<file path="src/rtl/tick_gen_pkg.sv">
// tick_gen_pkg: shared defaults for the multi-channel game tick generator.
package tick_gen_pkg;
  localparam int DEF_NUM_CH = 4;
  localparam int DEF_CNT_W = 28;
  localparam int DEF_ACCEL_W = 8;
  localparam int DEF_DIV = 5_000_000;
  // One tick per second when clocked from the 50 MHz board oscillator.
  localparam int GAME_BASE_DIV = 50_000_000 - 1;
endpackage

</file>
<file path="src/rtl/tick_gen_multi_if.sv">
// tick_gen_multi_if: control and tick bus between software-side logic and the tick generator.
interface tick_gen_multi_if
  import tick_gen_pkg::*;
#(
  parameter int NUM_CH = DEF_NUM_CH,
  parameter int CNT_W = DEF_CNT_W,
  parameter int ACCEL_W = DEF_ACCEL_W
);
  logic [NUM_CH-1:0] en;
  logic [NUM_CH-1:0] load;
  logic [NUM_CH*CNT_W-1:0] div_in;
  logic [NUM_CH-1:0] accel_en;
  logic [ACCEL_W-1:0] accel_every;
  logic [CNT_W-1:0] accel_step;
  logic [CNT_W-1:0] min_div;
  logic [NUM_CH-1:0] tick;
  logic [NUM_CH-1:0] square;
  logic [NUM_CH*CNT_W-1:0] cur_div;
  modport master (
    output en, load, div_in, accel_en, accel_every, accel_step, min_div,
    input tick, square, cur_div
  );
  modport slave (
    input en, load, div_in, accel_en, accel_every, accel_step, min_div,
    output tick, square, cur_div
  );
endinterface

</file>
<file path="src/rtl/tick_channel.sv">
// tick_channel: one divider channel with registered tick, square wave and period ramp-down.
module tick_channel
  import tick_gen_pkg::*;
#(
  parameter int CNT_W = DEF_CNT_W,
  parameter int ACCEL_W = DEF_ACCEL_W,
  parameter int DEFAULT_DIV = DEF_DIV
) (
  input  logic               clk_in,
  input  logic               reset,
  input  logic               en,
  input  logic               load,
  input  logic               accel_en,
  input  logic [CNT_W-1:0]   div_in,
  input  logic [ACCEL_W-1:0] accel_every,
  input  logic [CNT_W-1:0]   accel_step,
  input  logic [CNT_W-1:0]   min_div,
  output logic               tick,
  output logic               square,
  output logic [CNT_W-1:0]   cur_div
);
  logic [CNT_W-1:0] cnt_q, cnt_d, div_q, div_d, new_div;
  logic [ACCEL_W-1:0] acc_cnt_q, acc_cnt_d;
  logic tick_q, tick_d, square_q, square_d;
  logic term, acc_go, acc_hit;
  logic [CNT_W:0] floor_sum;
  always_comb begin
    term = en & ~load & (cnt_q == div_q);
    acc_go = term & accel_en & (accel_every != '0);
    acc_hit = acc_cnt_q == accel_every - ACCEL_W'(1);
    // Extra bit keeps min_div + accel_step from wrapping.
    floor_sum = {1'b0, min_div} + {1'b0, accel_step};
    new_div = ({1'b0, div_q} > floor_sum) ? div_q - accel_step : min_div;
    cnt_d = load ? '0 : en ? (term ? '0 : cnt_q + CNT_W'(1)) : cnt_q;
    acc_cnt_d = load ? '0 : acc_go ? (acc_hit ? '0 : acc_cnt_q + ACCEL_W'(1)) : acc_cnt_q;
    div_d = load ? div_in : (acc_go && acc_hit && div_q > min_div) ? new_div : div_q;
    tick_d = term;
    square_d = square_q ^ term;
  end
  always_ff @(posedge clk_in) begin
    if (reset) begin
      cnt_q <= '0;
      div_q <= CNT_W'(DEFAULT_DIV);
      acc_cnt_q <= '0;
      tick_q <= 1'b0;
      square_q <= 1'b0;
    end else begin
      cnt_q <= cnt_d;
      div_q <= div_d;
      acc_cnt_q <= acc_cnt_d;
      tick_q <= tick_d;
      square_q <= square_d;
    end
  end
  assign tick = tick_q;
  assign square = square_q;
  assign cur_div = div_q;
endmodule

</file>
<file path="src/rtl/tick_gen_multi.sv">
// tick_gen_multi: NUM_CH independent tick channels sharing the accelerate settings.
module tick_gen_multi
  import tick_gen_pkg::*;
#(
  parameter int NUM_CH = DEF_NUM_CH,
  parameter int CNT_W = DEF_CNT_W,
  parameter int DEFAULT_DIV = DEF_DIV,
  parameter int ACCEL_W = DEF_ACCEL_W
) (
  input logic clk_in,
  input logic reset,
  tick_gen_multi_if.slave bus
);
  for (genvar i = 0; i < NUM_CH; i++) begin : g_ch
    tick_channel #(
      .CNT_W(CNT_W),
      .ACCEL_W(ACCEL_W),
      .DEFAULT_DIV(DEFAULT_DIV)
    ) u_ch (
      .clk_in(clk_in),
      .reset(reset),
      .en(bus.en[i]),
      .load(bus.load[i]),
      .accel_en(bus.accel_en[i]),
      .div_in(bus.div_in[i*CNT_W +: CNT_W]),
      .accel_every(bus.accel_every),
      .accel_step(bus.accel_step),
      .min_div(bus.min_div),
      .tick(bus.tick[i]),
      .square(bus.square[i]),
      .cur_div(bus.cur_div[i*CNT_W +: CNT_W])
    );
  end
endmodule

</file>
<file path="src/flat_wrapper.sv">
// flat-port wrapper written by rule: the top's interface ports become plain ports
module tick_gen_multi_flat import tick_gen_pkg::*;
#(
  parameter int NUM_CH = DEF_NUM_CH,
  parameter int CNT_W = DEF_CNT_W,
  parameter int DEFAULT_DIV = DEF_DIV,
  parameter int ACCEL_W = DEF_ACCEL_W
)
  (clk_in, reset, bus_en, bus_load, bus_div_in, bus_accel_en, bus_accel_every, bus_accel_step, bus_min_div, bus_tick, bus_square, bus_cur_div);
  tick_gen_multi_if #(.NUM_CH(NUM_CH), .CNT_W(CNT_W), .ACCEL_W(ACCEL_W)) bus_i ();
  input logic clk_in;
  input logic reset;
  input wire logic [$bits(bus_i.en)-1:0] bus_en;
  input wire logic [$bits(bus_i.load)-1:0] bus_load;
  input wire logic [$bits(bus_i.div_in)-1:0] bus_div_in;
  input wire logic [$bits(bus_i.accel_en)-1:0] bus_accel_en;
  input wire logic [$bits(bus_i.accel_every)-1:0] bus_accel_every;
  input wire logic [$bits(bus_i.accel_step)-1:0] bus_accel_step;
  input wire logic [$bits(bus_i.min_div)-1:0] bus_min_div;
  output wire logic [$bits(bus_i.tick)-1:0] bus_tick;
  output wire logic [$bits(bus_i.square)-1:0] bus_square;
  output wire logic [$bits(bus_i.cur_div)-1:0] bus_cur_div;
  assign bus_i.en = bus_en;
  assign bus_i.load = bus_load;
  assign bus_i.div_in = bus_div_in;
  assign bus_i.accel_en = bus_accel_en;
  assign bus_i.accel_every = bus_accel_every;
  assign bus_i.accel_step = bus_accel_step;
  assign bus_i.min_div = bus_min_div;
  assign bus_tick = bus_i.tick;
  assign bus_square = bus_i.square;
  assign bus_cur_div = bus_i.cur_div;
  tick_gen_multi #(.NUM_CH(NUM_CH), .CNT_W(CNT_W), .DEFAULT_DIV(DEFAULT_DIV), .ACCEL_W(ACCEL_W)) u_core (.clk_in(clk_in), .reset(reset), .bus(bus_i));
endmodule
</file>
<file path="config.mk">
export PLATFORM = sky130hd
export DESIGN_NAME = tick_gen_multi_flat
export DESIGN_NICKNAME = d
export VERILOG_FILES = /design/src/rtl/tick_gen_pkg.sv /design/src/rtl/tick_gen_multi_if.sv /design/src/rtl/tick_channel.sv /design/src/rtl/tick_gen_multi.sv /design/src/flat_wrapper.sv
export SDC_FILE = /design/constraint.sdc
export NUM_CORES = 2
export LEC_CHECK = 0
export ABC_AREA = 1
export ABC_CLOCK_PERIOD_IN_PS = 12660
export CAP_MARGIN = 20
export CORE_ASPECT_RATIO = 0.9
export CORE_MARGIN = 4
export CORE_UTILIZATION = 30
export CTS_CLUSTER_SIZE = 8
export DETAILED_ROUTE_END_ITERATION = 8
export GPL_TIMING_DRIVEN = 0
export SLEW_MARGIN = 5
export SYNTH_ARGS = -nofsm -noshare
export SYNTH_HDL_FRONTEND = slang
export SYNTH_SLANG_ARGS = --single-unit
</file>
<file path="constraint.sdc">
create_clock -name clk_in -period 12.66 [get_ports clk_in]
set_input_delay 3.798 -clock clk_in [delete_from_list [all_inputs] [get_ports clk_in]]
set_output_delay 3.798 -clock clk_in [all_outputs]
set_load 0.02 [all_outputs]
</file>
==> results.cfg <==
[timing]
max_freq_mhz = 96.2
final_max_slew_viol_count = 0
clock_skew_ns = 0.0335
finalSetupViolations = 0
hold_violations = 0
max_slew.worst_pin.slew_ns = 1.27
fin_setup_tns_ns = 0
post-route-worst-setup-slack_ns = 2.27
maxSlewHeadroom_pct = 15.1
rsz0062_at_grt = no
period_needed_ns = 10.39
fin_crit_sh_pct = 82.1

[floorplanning]
rows = 108
die-area_um2 = 102000
core_um2 = 96300
start_util_pct = 30.2
io_pins = 310
die_h_um = 303
fp.dieW_um = 336

[clock_network]
cts_max_level = 2
cts_tree = yes
cts_setup_buffers = 0
cts_made_buffers = 41
clk_latency_ns = 0.57
clockRootBuffer = clkbuf_16
clk_pin_slew_ns = 0.05
cts_hold_buf = 0
cts_max_path_buffers = 3
cts_sinks = 264
ctsResizeCount = 0

[setup_path]
slowest_stage = clkdlybuf4s50_1
rrSetupSlack_ns = 8.84
startpoint = bus_accel_step[1]
crit_type = primary input to flip-flop
worstSetupStartpointType = primary input
max_stage_delay_ns = 1.22
required_ns = 13.14
critPathBufInv = 4
end_kind = flip-flop
worstReg2RegEnd = u_core.g_ch[3].u_ch.cur_div[16]$_SDFFE_PP0P_
cpMostUsedCell = nand2_1
crit_family = buffers and inverters
r2r.worst_path.cells = 13
worstReg2RegStart = u_core.g_ch[3].u_ch.cur_div[23]$_SDFFE_PP0P_
critPathArrivalTime_ns = 10.88
cp_max_fo = 10

[place]
place_congestion = 1.04
place_ws_ns = 2.10
place_hpwl_um = 120000
io_buffers = 302

[logic_synthesis]
async_reset_ff_share_pct = 0
yosys_register_bits = 264
yosys-top-cells-area = dfxtp_1, ha_1, nand2_1
syn_area_um2 = 29100
ys_types = 62
syn-instance-count = 4635
ys_warn_count = 0
syn-num-nets = 5187
yosysTopAreaCell = dfxtp_1
yosysTopAreaCellShare_pct = 18.2
synth_area_per_cell_um2 = 6.28
ys_top_cells_by_count = nand2_1, inv_1, nor2_1
yosysMostFrequentCell = nand2_1
synth_edf_count = 0
seq_area_frac_synth_pct = 18.2
synth_top_flop_cell = dfxtp_1

[power]
finalPower_mw = 3.41
power_leakage_nw = 15.7
ir_worst_vdd_mv = 0.0914
powerDensity_nw_per_um2 = 97.8

[job]
maxCapViolCount = 0

[global_routing]
grt_pass1_wl_um = 210000
grt_overflow = 0
grt_max_degree = 11
grtUsageTotal_pct = 28.3
grt_antenna_before_repair = 4
grt_pass1_vias = 30987

[run_status]
run_status = complete, no violations

[drt]
avgViaCountPerCell = 5.47
drt_iter0_markers = 3951
routedWlPerCell_um = 24.0
ant_nets = 0
drt_pass1_iterations = 6
dr_total_vias = 34244
drc = 0
drt-total-wl_um = 150000

[hold_path]
hp-class = flip-flop to flip-flop
whs_path_depth = 2
hold_end = u_core.g_ch[2].u_ch.cnt_q[18]$_SDFFE_PP0P_
min_from = u_core.g_ch[2].u_ch.cnt_q[17]$_SDFFE_PP0P_

[cells_and_area]
drive_gt1_share_pct = 3.79
fillCellCount = 10511
utilization_pct = 36.2
area_growth_pct = 19.8
nets = 5535
-- sequential cells by signal (all words and copies together), names as in the netlist --
name                        cells
u_core.g_ch.u_ch.cnt_q        112
u_core.g_ch.u_ch.cur_div      112
u_core.g_ch.u_ch.acc_cnt_q     32
u_core.g_ch.u_ch.square         4
u_core.g_ch.u_ch.tick           4
-- report_power, final --
part	switching [mW]	internal (mW)
registers	0.101	0.862
logic	0.933	0.499
clock network	0.417	0.599
total	1.45	1.96
-- cell usage in the layout (no fill, tap or decap), types with 41 or more instances in the layout --
| cell | synthesis | routed |
|---|---|---|
| nand2_1 | 951 | 951 |
| inv_1 | 573 | 573 |
| nor2_1 | 557 | 557 |
| a21oi_1 | 444 | 444 |
| ha_1 | 357 | 357 |
| nand3_1 | 336 | 336 |
| clkdlybuf4s50_1 | 0 | 302 |
| dfxtp_1 | 264 | 264 |
| o21ai_0 | 222 | 222 |
| xor2_1 | 142 | 142 |
| nand4_1 | 116 | 116 |
| nor3_1 | 108 | 108 |
| xnor2_1 | 82 | 82 |
| nor4_1 | 71 | 71 |
| clkbuf_1 | 49 | 53 |
| clkbuf_16 | 0 | 41 |
-- layer usage --
layer  GRT usage, %  share of wire, %
met1           38.9                43
met2           43.2                42
met3           6.01                10
met4           10.9               4.2
met5              0             0.016
-- how the worst max path moves through the flow --
stage                     slack, ns  cells after the start                                            to
after floorplan                5.41                     28  u_core.g_ch[3].u_ch.cur_div[16]$_SDFFE_PP0P_
after global placement         2.15                     27  u_core.g_ch[1].u_ch.cur_div[12]$_SDFFE_PP0P_
after detailed placement       2.10                     27  u_core.g_ch[1].u_ch.cur_div[12]$_SDFFE_PP0P_
after CTS                      2.68                     27  u_core.g_ch[1].u_ch.cur_div[12]$_SDFFE_PP0P_
after global routing           2.23                     27   u_core.g_ch[0].u_ch.cur_div[4]$_SDFFE_PP0P_
final                          2.27                     27  u_core.g_ch[1].u_ch.cur_div[12]$_SDFFE_PP0P_
-- worst register-to-register path: stages, from the launching register on --
cell and delay, ns:
dfxtp_1 0.59, inv_1 0.08, nand2_1 0.10, nand2_1 0.09, nor4_1 0.31, nand4_1 0.15, nor4_1 0.54, nand3_1 0.43
nor2_1 0.19, nand4_1 0.28, nor2_1 0.60, nand2_1 0.11, a21oi_1 0.17, nor2_1 0.06
-- cell type report --
cell class / count / area [µm²] / share of cell area, %
diodes: 2 / 5.00 / 0.0144
plain buffers: 105 / 528 / 1.51
clock buffers: 50 / 1100 / 3.16
clock inverters: 3 / 17.5 / 0.0503
inverters: 588 / 2210 / 6.33
multi-input cells: 3678 / 21100 / 60.4
flip-flops and latches: 264 / 5290 / 15.2
well taps: 1265 / 1580 / 4.54
repair buffers: 305 / 3060 / 8.78
-- stage by stage --
step	hold slack [ns]	instances	instance area [µm²]
6_report	0.481	6260	34900
5_1_grt	0.511	6258	34900
4_1_cts	0.480	6258	34900
3_5_place_dp	0.467	6205	33700
3_3_place_gp	0.464	6202	33700
2_1_floorplan	0.452	4635	29100
-- cells by family after synthesis --
family                     after synthesis  synth area share [%]
DFF                                    264                  18.2
muxes                                    2                0.0688
adders and majority gates              362                  15.7
AOI/OAI and AO/OA                      833                  15.5
and+or+nand+nor                       2257                  34.4
buffers and inverters                  693                  9.40
xor gates and xnor gates               224                  6.74
Power figures use the tool's default switching activity.
